**config.mk**
```make
export PLATFORM = sky130hd
export DESIGN_NAME = maq_est_multi
export DESIGN_NICKNAME = d
export VERILOG_FILES = /design/src/rtl/maq_est_pkg.sv /design/src/rtl/maq_est_canal.sv /design/src/rtl/maq_est_multi.sv
export SDC_FILE = /design/constraint.sdc
export NUM_CORES = 1
export LEC_CHECK = 0
export CAP_MARGIN = 20
export CORE_UTILIZATION = 60
export DETAILED_ROUTE_END_ITERATION = 7
export PLACE_DENSITY = 0.85
export SLEW_MARGIN = 20
export SYNTH_ARGS = -nofsm -noshare
export SYNTH_HDL_FRONTEND = slang
export SYNTH_SLANG_ARGS = --single-unit
```
**constraint.sdc**
```tcl
create_clock -name clk -period 7 [get_ports clk]
set_clock_uncertainty 0.05 [all_clocks]
set_input_delay 1.4 -clock clk [delete_from_list [all_inputs] [get_ports clk]]
set_output_delay 1.4 -clock clk [all_outputs]
set_load 0.01 [all_outputs]
```
**src/rtl/maq_est_pkg.sv**
```systemverilog
// rtl/maq_est_pkg.sv - shared state encoding and width helper for the multi-channel danger FSM
package maq_est_pkg;

  // Per-channel state encoding.
  typedef enum logic [2:0] {
    INACTIVO = 3'd0,
    REPOSO   = 3'd1,
    SOSPECHA = 3'd2,
    ALARMA   = 3'd3,
    RETENIDA = 3'd4
  } est_t;

  // Persistence counter width: wide enough to hold DEB_CYC.
  function automatic int cnt_w(input int deb_cyc);
    return (deb_cyc < 1) ? 1 : $clog2(deb_cyc + 1);
  endfunction

endpackage

```
**src/rtl/maq_est_canal.sv**
```systemverilog
// rtl/maq_est_canal.sv - one alarm channel: persistence filter, latched alarm, ack release
module maq_est_canal
  import maq_est_pkg::*;
#(
  parameter int DEB_CYC = 16
) (
  input  logic clk,
  input  logic rst_n,
  input  logic EN,
  input  logic cond,
  input  logic ack,
  input  logic blink,
  output logic led,
  output logic activo
);

  localparam int CW = cnt_w(DEB_CYC);

  est_t          st_q, st_d;
  logic [CW-1:0] cnt_q, cnt_d;

  // Next-state and persistence counter; EN low dominates everything.
  always_comb begin
    st_d  = st_q;
    cnt_d = cnt_q;
    if (!EN) begin
      st_d  = INACTIVO;
      cnt_d = '0;
    end else begin
      unique case (st_q)
        INACTIVO: begin
          // Enabling only arms the channel; cond is looked at from the next edge.
          st_d  = REPOSO;
          cnt_d = '0;
        end
        REPOSO: begin
          cnt_d = '0;
          if (cond) begin
            if (DEB_CYC == 1) begin
              st_d = ALARMA;
            end else begin
              st_d  = SOSPECHA;
              cnt_d = CW'(1);
            end
          end
        end
        SOSPECHA: begin
          if (!cond) begin
            st_d  = REPOSO;
            cnt_d = '0;
          end else if (cnt_q == CW'(DEB_CYC - 1)) begin
            st_d  = ALARMA;
            cnt_d = '0;
          end else begin
            cnt_d = cnt_q + CW'(1);
          end
        end
        ALARMA: begin
          // ack has no effect while the condition may still be present.
          if (!cond) st_d = RETENIDA;
        end
        RETENIDA: begin
          // A returning condition beats a simultaneous ack.
          if (cond) begin
            st_d = ALARMA;
          end else if (ack) begin
            st_d  = REPOSO;
            cnt_d = '0;
          end
        end
        default: begin
          st_d  = REPOSO;
          cnt_d = '0;
        end
      endcase
    end
  end

  // State and counter registers.
  always_ff @(posedge clk or negedge rst_n) begin
    if (!rst_n) begin
      st_q  <= INACTIVO;
      cnt_q <= '0;
    end else begin
      st_q  <= st_d;
      cnt_q <= cnt_d;
    end
  end

  // Moore outputs decoded from the state register only.
  assign activo = (st_q == ALARMA) || (st_q == RETENIDA);
  assign led    = (st_q == ALARMA) || ((st_q == RETENIDA) && blink);

endmodule

```
**src/rtl/maq_est_multi.sv**
```systemverilog
// rtl/maq_est_multi.sv - N-channel danger monitor with alarm summary; blinking held alarms under MAQ_EST_PARPADEO_EN
module maq_est_multi
  import maq_est_pkg::*;
#(
  parameter int N_CANALES = 4,
  parameter int DEB_CYC   = 16,
  parameter int BLINK_DIV = 24
) (
  input  logic                           clk,
  input  logic                           rst_n,
  input  logic                           EN,
  input  logic [N_CANALES-1:0]           temp_alta,
  input  logic [N_CANALES-1:0]           hn,
  input  logic [N_CANALES-1:0]           ack,
  output logic [N_CANALES-1:0]           led_pelig,
  output logic                           alarma_any,
  output logic [$clog2(N_CANALES+1)-1:0] alarma_cnt
);

  localparam int NW = $clog2(N_CANALES + 1);

  logic                 blink;
  logic [N_CANALES-1:0] activo;
  logic [NW-1:0]        cnt_sum;

`ifdef MAQ_EST_PARPADEO_EN
  logic [BLINK_DIV:0] blk_div_q, blk_div_d;

  // Free-running divider; its top bit paces the held-alarm blink.
  always_comb begin
    blk_div_d = blk_div_q + (BLINK_DIV + 1)'(1);
  end

  // Divider register.
  always_ff @(posedge clk or negedge rst_n) begin
    if (!rst_n) blk_div_q <= '0;
    else        blk_div_q <= blk_div_d;
  end

  assign blink = blk_div_q[BLINK_DIV];
`else
  assign blink = 1'b1;
`endif

  for (genvar i = 0; i < N_CANALES; i++) begin : g_canal
    maq_est_canal #(
      .DEB_CYC(DEB_CYC)
    ) u_canal (
      .clk    (clk),
      .rst_n  (rst_n),
      .EN     (EN),
      .cond   (hn[i] & temp_alta[i]),
      .ack    (ack[i]),
      .blink  (blink),
      .led    (led_pelig[i]),
      .activo (activo[i])
    );
  end

  // Count channels holding an alarm (solid state, never blinking).
  always_comb begin
    cnt_sum = '0;
    for (int i = 0; i < N_CANALES; i++) begin
      cnt_sum = cnt_sum + NW'(activo[i]);
    end
  end

  assign alarma_cnt = cnt_sum;
  assign alarma_any = |activo;

endmodule
```
==> flow_metrics.py, run 1 <==
metrics = {
    "power": {
        "power.density_nw_per_um2": 174.1,
        "leakage_uw": 0.001044,
        "ir_drop_mv": 0.1545,
    },
    "status": {
        "status": "finished, final reports clean",
    },
    "finish": {
        "layout_commonest_cell": "dfrtp_1",
        "nFillCells": 226,
        "drive_gt1_share_pct": 9.778,
        "final_area_um2": 2282,
        "syn_to_final_growth_pct": 17.00,
        "layout_common_cells": "dfrtp_1 (32), clkdlybuf4s50_1 (22), nand2_1 (19)",
        "n_antenna_cell": 0,
        "final_cells": 269,
        "final_nets": 247,
    },
    "placement": {
        "gp_congestion": 0.7830,
        "placed_cells": 261,
        "dp_hpwl_mm": 3.058,
        "placed_area_um2": 2187,
        "io_buffers": 22,
    },
    "worst_setup_path": {
        "crit_required_ns": 5.55,
        "crit_fanout": 6,
        "worst_setup_path_start_kind": "flop",
        "cp_cell_sequence": "or3b_4, and2_1, inv_1, fa_1, ha_1, ha_1, clkdlybuf4s50_1",
        "setup.worst_path.class": "flop to output pin",
        "slowest_stage": "clkdlybuf4s50_1",
        "max_stage_delay_ns": 0.54,
        "cp.arrival_ns": 2.98,
        "cpMostUsedCell": "ha_1",
        "critPathBufInv": 2,
        "cpLargestDelayFamily": "adder cells",
        "end_kind": "output pin",
    },
    "floorplan": {
        "initial_utilization_pct": 63.37,
        "num_rows": 20,
        "io_pins": 23,
        "die_w_um": 59.02,
        "die_area_um2": 3483,
        "die_y_um": 59.02,
        "core_area_um2": 3078,
    },
    "global_route": {
        "grt_max_degree": 33,
        "antenna_found_initial": 0,
        "grt_usage_pct": 26.98,
        "grt_pass1_wl_mm": 6.851,
        "overflow": 0,
        "grt_pass1_vias": 1628,
    },
    "cts": {
        "cts_sinks": 32,
        "clock_latency_ns": 0.33,
        "path_clk_slew_ns": 0.11,
        "clock_path_buffers": 2,
        "root_buffer": "clkbuf_4",
        "cts-resized-gates": 0,
        "cts_tree": "built",
        "htree_levels": 2,
        "postCtsSetupRepairBufs": 0,
        "postCtsHoldBufs": 0,
        "numCtsBuffers": 5,
    },
    "sta": {
        "final-hold-violation-count": 0,
        "worst_pin_slew_ns": 0.7946,
        "fmax_mhz": 225.6,
        "rsz0062_at_grt": "no",
        "timing.slew.headroom_pct": 46.86,
        "period_share_pct": 63.33,
        "tns_ns": 0,
        "whs_ns": 0.4582,
        "post-route-min-period_ns": 4.433,
        "finalMaxSlewViolations": 0,
        "final-setup-viol-count": 0,
    },
    "detailed_routing": {
        "drtPass1Iterations": 4,
        "routed_wl_mm": 4.175,
        "vias": 1650,
        "drtIter0Drc": 60,
        "antenna_violating_nets_post_route": 0,
        "vias_per_cell": 6.134,
        "drc": 0,
        "routedWlPerCell_um": 15.52,
    },
    "job": {
        "max_cap_violations": 0,
    },
    "hold_path": {
        "hold_path_class": "flop to flop",
    },
    "synth": {
        "yosysWarnings": 0,
        "syn_inst": 201,
        "synth.avg_cell_area_um2": 9.705,
        "syn_nets": 224,
        "ys_seq_area_share_pct": 41.05,
        "synth.ff_latch_count": 32,
        "synth_flop_cell": "dfrtp_1",
        "yosysUniqueCellTypes": 55,
        "async_flop_share_pct": 100.0,
        "netlist_area_um2": 1951,
        "synth_edf_count": 0,
    },
}
[cells in the mapped netlist, drive strengths merged (3+ instances only)]
| library cell | n | area share (%) |
|---|---|---|
| nand2b | 5 | 1.6 |
| ha | 7 | 4.5 |
| buf | 5 | 1.9 |
| nor3 | 5 | 1.3 |
| xor2 | 5 | 2.2 |
| a21oi | 5 | 1.3 |
| nand3b | 5 | 1.9 |
| o21ai | 8 | 2.4 |
| nand2 | 19 | 3.7 |
| dfrtp | 32 | 41 |
| a22o | 7 | 3.3 |
| o211ai | 3 | 1.2 |
| inv | 7 | 1.3 |
| and2 | 6 | 2.1 |
| or3 | 3 | 0.96 |
| nor2b | 8 | 2.6 |
| nor2 | 11 | 2.1 |
| nand3 | 16 | 4.4 |
| a21boi | 5 | 1.9 |
[routing by layer]
layer | global-route usage [%] | vias to the layer above | part of all wire, % | wire [um]
met4 | 15.65 | 0 | 2.9 | 123
met3 | 5.677 | 22 | 3.8 | 160
met5 | 0 | - | 0 | 0
met1 | 29.14 | 795 | 42 | 1772
met2 | 48.54 | 54 | 51 | 2118
li1 | - | 779 | - | -
[through the flow]
stage | util (%) | worst slack, ns | total power [uW]
after floorplan | - | 3.569 | 217.0
after CTS | 74.15 | 2.562 | 399.2
after global routing | 74.15 | 2.456 | 412.9
final | 74.15 | 2.567 | 397.2
after global placement | 71.06 | 3.014 | 235.7
after detailed placement | 71.06 | 2.967 | 237.9
[layout make-up]
| cell class | count | area, um2 | share of cell area, % |
|---|---|---|---|
| multi-input cells | 155 | 1077 | 47.20 |
| repair buffers | 23 | 227.7 | 9.978 |
| inverters | 7 | 26.28 | 1.151 |
| clock buffers | 7 | 65.06 | 2.851 |
| flip-flops and latches | 32 | 800.8 | 35.09 |
| clock inverters | 1 | 30.03 | 1.316 |
| well taps | 44 | 55.05 | 2.412 |
[worst reg2reg max path: cells and delay by family (launching register included)]
kind	cells	cell delay, ns
flip-flops	1	0.41
AND/OR/NAND/NOR	1	0.11
adder cells (fa/ha/maj)	1	0.21
AO/OA/AOI/OAI	3	0.80
[cell families (layout without fill, tap and decap cells)]
family / count (synthesis) / count (layout) / share of synthesized area (%)
buf+inv: 14 / 38 / 3.720
xor+xnor: 6 / 6 / 2.694
mux: 1 / 1 / 0.5132
simple gates: 92 / 92 / 27.77
flops: 32 / 32 / 41.05
compound gates: 48 / 48 / 18.73
fa+ha+maj: 8 / 8 / 5.516
[state kept, by name, summed over array words and instances, names as in the netlist]
| register | count |
|---|---|
| g_canal.u_canal.st_q | 12 |
| g_canal.u_canal.cnt_q | 20 |
[where the power goes]
part | switching (uW) | leakage [uW] | internal, uW
Clock | 67.8 | 0.0000515 | 94.8
Combinational | 21.1 | 0.000555 | 20.3
Sequential | 5.03 | 0.000437 | 188
[path summary, 6_finish.rpt]
check / slack, ns / startpoint / to / cells past startpoint
max in group asynchronous: 5.20 / rst_n / g_canal[0].u_canal.cnt_q[4] / 2
worst min-delay path: 0.46 / g_canal[2].u_canal.cnt_q[4] / g_canal[2].u_canal.cnt_q[4] / 1
worst min register to register: 0.46 / g_canal[2].u_canal.cnt_q[4] / g_canal[2].u_canal.cnt_q[4] / 1
min in group asynchronous: 1.40 / rst_n / g_canal[2].u_canal.st_q[1] / 2
worst max register to register: 5.32 / g_canal[0].u_canal.cnt_q[0] / g_canal[0].u_canal.st_q[2] / 5
worst max-delay path: 2.57 / g_canal[1].u_canal.st_q[0] / alarma_cnt[1] / 7
Note: power is estimated with default switching activity, not from simulation.
==> run 2: changes to the inputs <==
- CORE_UTILIZATION: 60 -> 55
- PLACE_DENSITY: 0.85 -> 0.79
- clock period: 7 -> 4.2 ns (I/O delays scaled with it)
==> flow_metrics.py, run 2 (same netlist as run 1, synthesis figures left out) <==
metrics = {
    "finish": {
        "final_nets": 247,
        "layout_commonest_cell": "dfrtp_1",
        "nFillCells": 308,
        "multi_input_area_um2": 1077,
        "top_regs": "g_canal.u_canal.cnt_q x20, g_canal.u_canal.st_q x12",
        "syn_to_final_growth_pct": 14.62,
        "n_antenna_cell": 0,
        "layout_common_cells": "dfrtp_1 (32), clkdlybuf4s50_1 (22), nand2_1 (19)",
        "top_register": "g_canal.u_canal.cnt_q",
        "post-route-util_pct": 66.48,
        "largest_register_ff_count": 20,
        "regArea_um2": 800.8,
        "drive_gt1_share_pct": 8.929,
    },
    "floorplan": {
        "io_pins": 23,
        "num_rows": 21,
        "die_y_um": 61.56,
        "initial_utilization_pct": 58.00,
        "core_area_um2": 3363,
        "die_w_um": 61.56,
        "die_area_um2": 3789,
    },
    "detailed_routing": {
        "vias_per_cell": 5.919,
        "drc": 0,
        "vias": 1598,
        "antenna_violating_nets_post_route": 0,
        "routedWlPerCell_um": 15.68,
        "drtIter0Drc": 92,
        "routed_wl_mm": 4.233,
        "drtPass1Iterations": 4,
    },
    "cts": {
        "postCtsSetupRepairBufs": 0,
        "cts_tree": "built",
        "cts-resized-gates": 0,
        "clock_path_buffers": 2,
        "path_clk_slew_ns": 0.09,
        "numCtsBuffers": 5,
        "root_buffer": "clkbuf_4",
        "htree_levels": 2,
        "clock_latency_ns": 0.32,
        "postCtsHoldBufs": 0,
        "cts_sinks": 32,
    },
    "placement": {
        "io_buffers": 22,
        "gp_congestion": 0.9049,
        "dp_hpwl_mm": 3.192,
    },
    "worst_setup_path": {
        "cp.arrival_ns": 2.90,
        "setup.worst_path.class": "flop to output pin",
        "worst_setup_path_start_kind": "flop",
        "crit_required_ns": 3.31,
        "crit_fanout": 6,
        "r2r_cells": 5,
        "end_kind": "output pin",
    },
    "sta": {
        "whs_ns": 0.4528,
        "rsz0062_at_grt": "no",
        "timing.slew.headroom_pct": 46.03,
        "fmax_mhz": 264.0,
        "worst_pin_slew_ns": 0.8070,
        "tns_ns": 0,
        "finalMaxSlewViolations": 0,
        "final-setup-viol-count": 0,
        "period_share_pct": 90.18,
        "post-route-min-period_ns": 3.787,
        "final-hold-violation-count": 0,
    },
    "hold_path": {
        "whs_path_depth": 1,
        "hold_path_class": "flop to flop",
    },
    "global_route": {
        "grt_usage_pct": 24.73,
        "grt_pass1_vias": 1539,
        "overflow": 0,
        "grt_max_degree": 33,
        "antenna_found_initial": 0,
        "grt_pass1_wl_mm": 6.796,
    },
    "job": {
        "max_cap_violations": 0,
    },
    "status": {
        "status": "finished, final reports clean",
    },
    "power": {
        "ir_drop_mv": 0.1393,
        "leakage_uw": 0.001020,
        "power.density_nw_per_um2": 245.7,
    },
}
-- run 2: critical path: stages (launching register included) --
cell	delay [ns]
dfrtp_1	0.45
or3b_4	0.43
and2_1	0.19
inv_1	0.09
fa_1	0.43
ha_1	0.20
ha_1	0.26
clkdlybuf4s50_1	0.53
-- run 2: final timing paths --
path / from / endpoint / slack [ns]
worst max-delay path: g_canal[1].u_canal.st_q[1] / alarma_cnt[1] / 0.41
worst min-delay path: g_canal[3].u_canal.cnt_q[2] / g_canal[3].u_canal.cnt_q[2] / 0.45
worst max register to register: g_canal[0].u_canal.cnt_q[0] / g_canal[0].u_canal.st_q[2] / 2.56
worst min register to register: g_canal[3].u_canal.cnt_q[2] / g_canal[3].u_canal.cnt_q[2] / 0.45
max in group asynchronous: rst_n / g_canal[0].u_canal.st_q[0] / 2.93
min in group asynchronous: rst_n / g_canal[1].u_canal.cnt_q[2] / 0.86
-- run 2: layout make-up --
class | instances | area share [%]
well taps | 46 | 2.574
flip-flops and latches | 32 | 35.81
clock inverters | 1 | 0.2238
inverters | 7 | 1.175
repair buffers | 23 | 10.18
multi-input cells | 155 | 48.18
clock buffers | 6 | 1.847
-- run 2: power by group --
part	leakage, uW	internal [uW]	total, uW	switching, uW
combinational	0.000555	33.9	70.3	36.4
sequential	0.000437	313	322	8.31
clock	0.0000281	61.6	157	95.7
-- run 2: per-stage QoR --
step	area, um2	std cells	power, uW	worst slack, ns
after detailed placement	2190	263	397.3	0.7665
after floorplan	1951	201	361.7	1.329
after CTS	2236	270	557.0	0.3902
after global placement	2190	263	392.8	0.8052
after global routing	2236	270	577.8	0.2855
final	2236	270	549.3	0.4126
-- run 2: layer usage --
layer  GRT usage [%]  wire [um]  vias to the layer above
met2           41.63       2127                       51
met4           10.79         57                        0
li1                -          -                      778
met3           6.092        176                        8
met1           30.05       1871                      761
met5               0          0                        -
==> run 3: changes to the inputs <==
- CAP_MARGIN: 20 -> 10
- CTS_CLUSTER_SIZE: not set -> 14
==> results of run 3 <==
Final layout, timing and power as in run 2 (identical DEF).
